`src/rtl/enc_pkg.sv`:
```
// Shared sizes and types for the pending priority encoder.
// N request lines, W-bit encoded index.
package enc_pkg;

    localparam int N = 8;
    localparam int W = $clog2(N);

    typedef logic [W-1:0] idx_t;
    typedef logic [N-1:0] vec_t;

endpackage

```
`src/rtl/decoder_3_8.sv`:
```
// Enabled 3-to-8 one-hot decoder.
// Out is all zeros while E is low.
module decoder_3_8
    import enc_pkg::*;
(
    input  logic E,
    input  idx_t In,
    output vec_t Out
);

    // One-hot expansion of In, gated by E
    always_comb begin
        Out = '0;
        if (E) begin
            Out[In] = 1'b1;
        end
    end

endmodule

```
`src/rtl/prio_enc_8_3.sv`:
```
// Combinational 8-to-3 priority encoder.
// Highest set bit wins; any flags a non-empty input.
module prio_enc_8_3
    import enc_pkg::*;
(
    input  vec_t vec,
    output logic any,
    output idx_t idx
);

    // Scan upward so the highest set bit is the last to write idx
    always_comb begin
        any = |vec;
        idx = '0;
        for (int i = 0; i < N; i++) begin
            if (vec[i]) begin
                idx = idx_t'(i);
            end
        end
    end

endmodule

```
`src/rtl/pending_encoder_8_3.sv`:
```
// Sequential 8-to-3 priority encoder with a pending set.
// Issues the highest pending index over valid/ready.
module pending_encoder_8_3
    import enc_pkg::*;
(
    input  logic clk,
    input  logic rst,
    input  logic E,
    input  vec_t In,
    output idx_t Out,
    output logic valid,
    input  logic ready,
    output vec_t pending,
    output logic ovf,
    input  logic clr_ovf
);

    vec_t pending_q, pending_d;
    idx_t out_q, out_d;
    logic valid_q, valid_d;
    logic ovf_q, ovf_d;

    logic any;
    idx_t sel;
    logic free;
    logic load;
    vec_t clr_mask;
    vec_t req;

    prio_enc_8_3 u_prio (
        .vec (pending_q),
        .any (any),
        .idx (sel)
    );

    decoder_3_8 u_dec (
        .E   (load),
        .In  (sel),
        .Out (clr_mask)
    );

    // Output stage is free when empty or being drained this edge
    always_comb begin
        free = !valid_q || ready;
        load = free && any;
        req  = E ? In : '0;
    end

    // Next state: set wins over the issue clear and over clr_ovf
    always_comb begin
        out_d     = out_q;
        valid_d   = valid_q;
        pending_d = (pending_q & ~clr_mask) | req;
        ovf_d     = (ovf_q && !clr_ovf) ||
                    (|(req & pending_q & ~clr_mask));
        if (free) begin
            valid_d = any;
            if (load) begin
                out_d = sel;
            end
        end
    end

    // State registers, cleared immediately by rst
    always_ff @(posedge clk or posedge rst) begin
        if (rst) begin
            pending_q <= '0;
            out_q     <= '0;
            valid_q   <= 1'b0;
            ovf_q     <= 1'b0;
        end else begin
            pending_q <= pending_d;
            out_q     <= out_d;
            valid_q   <= valid_d;
            ovf_q     <= ovf_d;
        end
    end

    assign Out     = out_q;
    assign valid   = valid_q;
    assign pending = pending_q;
    assign ovf     = ovf_q;

endmodule

```
`config.mk`:
```
export PLATFORM = sky130hd
export DESIGN_NAME = pending_encoder_8_3
export DESIGN_NICKNAME = d
export VERILOG_FILES = /design/src/rtl/enc_pkg.sv /design/src/rtl/decoder_3_8.sv /design/src/rtl/prio_enc_8_3.sv /design/src/rtl/pending_encoder_8_3.sv
export SDC_FILE = /design/constraint.sdc
export NUM_CORES = 1
export LEC_CHECK = 0
export CAP_MARGIN = 20
export CORE_MARGIN = 2
export CORE_UTILIZATION = 35
export CTS_BUF_LIST = sky130_fd_sc_hd__clkbuf_4 sky130_fd_sc_hd__clkbuf_8 sky130_fd_sc_hd__clkbuf_16
export DETAILED_ROUTE_END_ITERATION = 10
export DONT_BUFFER_PORTS = 1
export PLACE_DENSITY_LB_ADDON = 0.12
export SETUP_SLACK_MARGIN = 0.15
export SYNTH_ARGS = -nofsm -noshare
export SYNTH_HDL_FRONTEND = slang
export SYNTH_HIERARCHICAL = 1
export SYNTH_SLANG_ARGS = --single-unit
```
`constraint.sdc`:
```
create_clock -name clk -period 2.61 [get_ports clk]
set_input_delay 0.3915 -clock clk [delete_from_list [all_inputs] [get_ports clk]]
set_output_delay 0.3915 -clock clk [all_outputs]
set_load 0.03 [all_outputs]
```
After elaboration in Yosys (flattened, before gate mapping)

Index checks and enable logic that the tools add are counted.

Register bits after elaboration: 13
Bits of input ports: 13
Output and inout port bits: 13
Logic and storage cells: 32

Order comparisons: 2
Multiplexer cells: 11
Bitwise gates (word level): 5
Reduce and logical (&&, ||, !) cells: 10

Operators by type and width:

| cell                                                 | count |
|---|---|
| bitwise AND 8 bit                                    | 3 |
| 2-to-1 mux 8 bit                                     | 2 |
| OR reduction 8 bit                                   | 2 |
| 2-to-1 mux 3 bit                                     | 4 |
| NOT 8 bit                                            | 1 |
| bitwise OR 8 bit                                     | 1 |
| < comparator 3 x 4 -> 1 bit (second input constant)  | 1 |
| 2-to-1 mux 2 bit                                     | 2 |
| demux 1 bit (select 3 bit)                           | 1 |
| >= comparator 3 x 1 -> 1 bit (second input constant) | 1 |
| logical AND 1 bit                                    | 3 |
| zero test 1 bit                                      | 2 |
| logical OR 1 bit                                     | 2 |
| 2-to-1 mux 1 bit                                     | 2 |
| AND reduction 2 bit                                  | 1 |

Depth between registers and ports, before layout

Depth after elaboration: 16
Gate-level depth with buffers: 9
Depth with buffers taken out: 9

Modules after synthesis

The synthesis kept the hierarchy.

Modules (own cells, without submodules):

| module              | times used | cells an instance | area each (um^2) | seq. area each (um^2) |
|---|---|---|---|---|
| pending_encoder_8_3 | 1          | 58                | 598.1            | 325.3 |
| decoder_3_8         | 1          | 8                 | 95.1             | 0.0 |
| prio_enc_8_3        | 1          | 12                | 66.3             | 0.0 |

Worst setup path after synthesis

Ideal clock, no wire load.

Kind: reg-to-reg
Start point: register pending_q[2], in the netlist pending[2]
End point: register ovf_q, in the netlist ovf
Library setup time: 0.138 ns
Arrival time: 1.907 ns
Required time: 2.472 ns
Path slack: 0.565 ns
Stages on the path, launching flop included: 8
Path buffers: 0
Clock period less this slack: 2.045 ns
Path through: dfrtp_1 nor2_1 o31ai_1 and4b_2 nand3b_1 nand3_1 o21ai_0 o221ai_1

Word-level cells in the longest chain between the ends: 15
Elaborated cells on any way between the ends: 19
Classes of those cells: 2 x order compare; 9 x mux; 3 x bitwise; 5 x reduce/logical

Ends and longest elaborated chain:

| what                                                                                                     | RTL line                  | RTL |
|---|---|---|
| start: declaration                                                                                       | pending_encoder_8_3.sv:18 | `vec_t pending_q, pending_d;` |
| start signal: assignment                                                                                 | pending_encoder_8_3.sv:72 | `pending_q <= pending_d;` |
| 2-to-1 mux 2 bit (*) (2 in a row)                                                                        | prio_enc_8_3.sv:16        | `if (vec[i]) begin` |
| 2-to-1 mux 3 bit (*) (4 in a row)                                                                        | prio_enc_8_3.sv:16        |  |
| via sel[1]                                                                                               | pending_encoder_8_3.sv:24 | `idx_t sel;` |
| < comparator 3 x 4 -> 1 bit (implied by the code) / >= comparator 3 x 1 -> 1 bit (equally long branches) | decoder_3_8.sv:15         | `Out[In] = 1'b1;` |
| logical AND 1 bit (implied by the code)                                                                  | decoder_3_8.sv:15         |  |
| 2-to-1 mux 1 bit (implied by the code)                                                                   | decoder_3_8.sv:15         |  |
| demux 1 bit (select 3 bit) (*)                                                                           | --                        |  |
| 2-to-1 mux 8 bit (*)                                                                                     | decoder_3_8.sv:14         | `if (E) begin` |
| via clr_mask[3]                                                                                          | pending_encoder_8_3.sv:27 | `vec_t clr_mask;` |
| NOT 8 bit (*)                                                                                            | pending_encoder_8_3.sv:55 | `(\|(req & pending_q & ~clr_mask));` |
| bitwise AND 8 bit (*)                                                                                    | pending_encoder_8_3.sv:55 |  |
| OR reduction 8 bit (*)                                                                                   | pending_encoder_8_3.sv:55 |  |
| logical OR 1 bit (*)                                                                                     | pending_encoder_8_3.sv:54 | `ovf_d = (ovf_q && !clr_ovf) \|\|` |
| via ovf_d                                                                                                | pending_encoder_8_3.sv:21 | `logic ovf_q, ovf_d;` |
| end signal: assignment                                                                                   | pending_encoder_8_3.sv:75 | `ovf_q <= ovf_d;` |
| end: declaration                                                                                         | pending_encoder_8_3.sv:21 |  |

Mark *: on every way through the listed nets, which the timed path passes. The rest lies on a longest branch.
A chain may end at the register's enable or synchronous reset.

Worst setup path after layout

Start point: register pending_q[1], in the netlist pending[1]
End point: register ovf_q, in the netlist ovf

Word-level cells in the longest chain between the ends: 16
Elaborated cells on any way between the ends: 20
Classes of those cells: 2 x order compare; 10 x mux; 3 x bitwise; 5 x reduce/logical

Ends and longest elaborated chain:

| what                                                                                                     | RTL line |
|---|---|
| 2-to-1 mux 1 bit (*)                                                                                     | prio_enc_8_3.sv:16 |
| 2-to-1 mux 2 bit (*) (2 in a row)                                                                        | prio_enc_8_3.sv:16 |
| 2-to-1 mux 3 bit (*) (4 in a row)                                                                        | prio_enc_8_3.sv:16 |
| via sel[0]                                                                                               | pending_encoder_8_3.sv:24 |
| < comparator 3 x 4 -> 1 bit (implied by the code) / >= comparator 3 x 1 -> 1 bit (equally long branches) | decoder_3_8.sv:15 |
| logical AND 1 bit (implied by the code)                                                                  | decoder_3_8.sv:15 |
| 2-to-1 mux 1 bit (implied by the code)                                                                   | decoder_3_8.sv:15 |
| demux 1 bit (select 3 bit) (*)                                                                           | -- |
| 2-to-1 mux 8 bit (*)                                                                                     | decoder_3_8.sv:14 |
| via clr_mask[5]                                                                                          | pending_encoder_8_3.sv:27 |
| NOT 8 bit (*)                                                                                            | pending_encoder_8_3.sv:55 |
| bitwise AND 8 bit (*)                                                                                    | pending_encoder_8_3.sv:55 |
| OR reduction 8 bit (*)                                                                                   | pending_encoder_8_3.sv:55 |
| logical OR 1 bit (*)                                                                                     | pending_encoder_8_3.sv:54 |
| via ovf_d                                                                                                | pending_encoder_8_3.sv:21 |

Marks and branches as above.

==> metrics.yaml <==
clock_tree:
  post_cts_buffers: 0
  clk_latency_ps: 270
  clkTransAtPathRegs_ps: 80
  postCtsHoldBufs: 0
  clock-sinks: 13
  postCtsResizedCells: 0
  cts_buffer_depth: 2
  cts_tree: "yes"
  htreeDepth: 1
  cts-root-buf: "clkbuf_4"
  numCtsBuffers: 3
worst_setup_path:
  critPathRequiredTime_ps: 2760
  path_max_fanout: 9
  path_buf_inv: 0
  start_kind: "flip-flop"
  crit_chain: "a21oi_1 > o31ai_2 > and4b_2 > nand3b_1 > nand4_1 > o21ai_0 > o221ai_1"
  max_stage_delay_ps: 590
  worst-setup-path-type: "flip-flop to flip-flop"
  arrival_ps: 2300
  crit_path_top_delay_cell: "dfrtp_1"
  critPathTopFamily: "compound AO/OA/AOI/OAI gates"
  end_kind: "flip-flop"
sta:
  period_needed_ps: 2150
  rsz0062_at_grt: "no"
  fmax_ghz: 0.465
  tightest_slew_ps: 526
  finalSetupViolations: 0
  finalMaxSlewViolations: 0
  hold_viol: 0
  fin_hold_ws_ps: 31.4
  tns_ps: 0
  slew_headroom_pct: 64.7
  period_share_pct: 82.5
  final.setup_skew_ps: 4.45
layout:
  n_antenna_cell: 0
  instances_no_fill: 109
  final_nets: 96
  fin_util_pct: 41.3
  drive_gt1_share_pct: 22.0
  syn_to_final_growth_pct: 8.73
global_route:
  grt_pass1_vias: 561
  grt_remaining_overflow: 0
  antenna_found_initial: 0
  grt_usage_pct: 14.6
  grt_pass1_wl_um: 2670
  grt_max_degree: 14
floorplan:
  die_x_um: 50.6
  dieArea_sq_um: 2560
  pin_count: 26
  core_sq_um: 2000
  start_util_pct: 37.9
  die_h_um: 50.6
  row_count: 16
synthesis:
  ys_ff_latch: 13
  synth_top_area_share_pct: 42.8
  ys_seq_area_share_pct: 42.8
  synth_nets: 91
  yosysWarningCount: 6
  yosys.area.top_type: "dfrtp_1"
  synth_cells: 78
  synthArstFlopShare_pct: 100
  synthesis.area_sq_um: 759
  synth.most_common_cell: "dfrtp_1"
  synth_cell_types: 26
  syn_area_per_cell_sq_um: 9.74
  synth_flop_cell: "dfrtp_1"
  synth_edf_count: 0
  synth_common_cells: "dfrtp_1, inv_1, nand2_1"
  yosys-top-cells-area: "dfrtp_1, nand3b_1, mux2_4"
power_and_ir_drop:
  p_leak_nw: 0.394
  ir_worst_vdd_mv: 0.519
  p_per_area_nw_per_um2: 807
routing:
  wl_per_cell_um: 15.7
  drt_iter0_markers: 2
  via_per_inst: 5.13
  wirelength_um: 1710
  vias: 559
  post-route-drc-count: 0
  ant_nets: 0
  dr.pass1.iters: 4
place:
  placed_cells: 105
  port-buffer-count: 0
  place_congestion: 0.734
  place.detailed.hpwl_um: 1290
run_status:
  status: "completed"
hold_path:
  hp-class: "primary input to asynchronous set/reset pin"
run:
  drv_cap: 0
==> power breakdown <==
part	internal, mW	switching [mW]
Clock	0.0695	0.0659
Sequential	0.238	0.133
Combinational	0.0829	0.0775
==> final cells by class <==
| class | instances | area, sq um |
|---|---|---|
| sequential | 13 | 325 |
| clock buffer | 4 | 30.0 |
| multi-input combinational | 52 | 384 |
| timing repair buffer | 1 | 7.51 |
| inverter | 12 | 45.0 |
| fill | 216 | 1180 |
| tap | 27 | 33.8 |
==> kinds of logic (layout without fill, tap and decap cells) <==
logic type,count (synthesis),in the layout,synth area share (%)
buf+inv,13,17,6.59
compound gates,13,13,10.9
mux,3,3,5.93
flops,13,13,42.8
simple gates,36,36,33.8
==> layer usage <==
metal	vias to the layer above	part of all wire, %	global-route usage (%)
li1	280	-	-
met1	264	45	18.0
met2	13	48	22.4
met3	2	5.8	5.36
met4	0	0.70	6.76
met5	-	0	0
==> state kept, by name, summed over array words and instances, names as in the netlist <==
register  flops
pending       8
Out           3
ovf           1
valid         1
==> cells in the final DEF (no fill, tap or decap), types with 2 or more instances in the layout <==
cell | Yosys | routed
mux2_4 | 3 | 3
nand4_1 | 2 | 2
dfrtp_1 | 13 | 13
inv_1 | 11 | 11
o21ai_0 | 8 | 8
clkbuf_4 | 0 | 4
nor2_1 | 4 | 4
nand2_1 | 10 | 10
and4b_2 | 2 | 2
nand3b_1 | 7 | 7
and4bb_1 | 2 | 2
==> worst reg2reg max path: cells and delay by family, from the launching register on <==
family	cells	cell delay, ps
AOI/OAI and AO/OA	4	900
and+or+nand+nor	3	530
DFF	1	590
==> stage by stage <==
| stage | worst slack [ps] | cell area, sq um | power [mW] |
|---|---|---|---|
| 3_5_place_dp | 458 | 796 | 0.537 |
| 2_1_floorplan | 565 | 759 | 0.492 |
| 3_3_place_gp | 352 | 796 | 0.533 |
| 5_1_grt | 310 | 826 | 0.715 |
| 4_1_cts | 437 | 826 | 0.677 |
| 6_report | 458 | 826 | 0.666 |
==> final timing paths <==
| check | cells past startpoint | start | to | slack [ps] |
|---|---|---|---|---|
| setup / recovery | 7 | pending[1] | ovf | 460 |
| hold / removal | 1 | rst | pending[6] | 30 |
| setup reg to reg | 7 | pending[1] | ovf | 460 |
| hold reg to reg | 2 | pending[2] | pending[2] | 730 |
| max in group asynchronous | 1 | rst | Out[0] | 2230 |
| min in group clk | 2 | E | pending[1] | 230 |
Power figures use the tool's default switching activity.
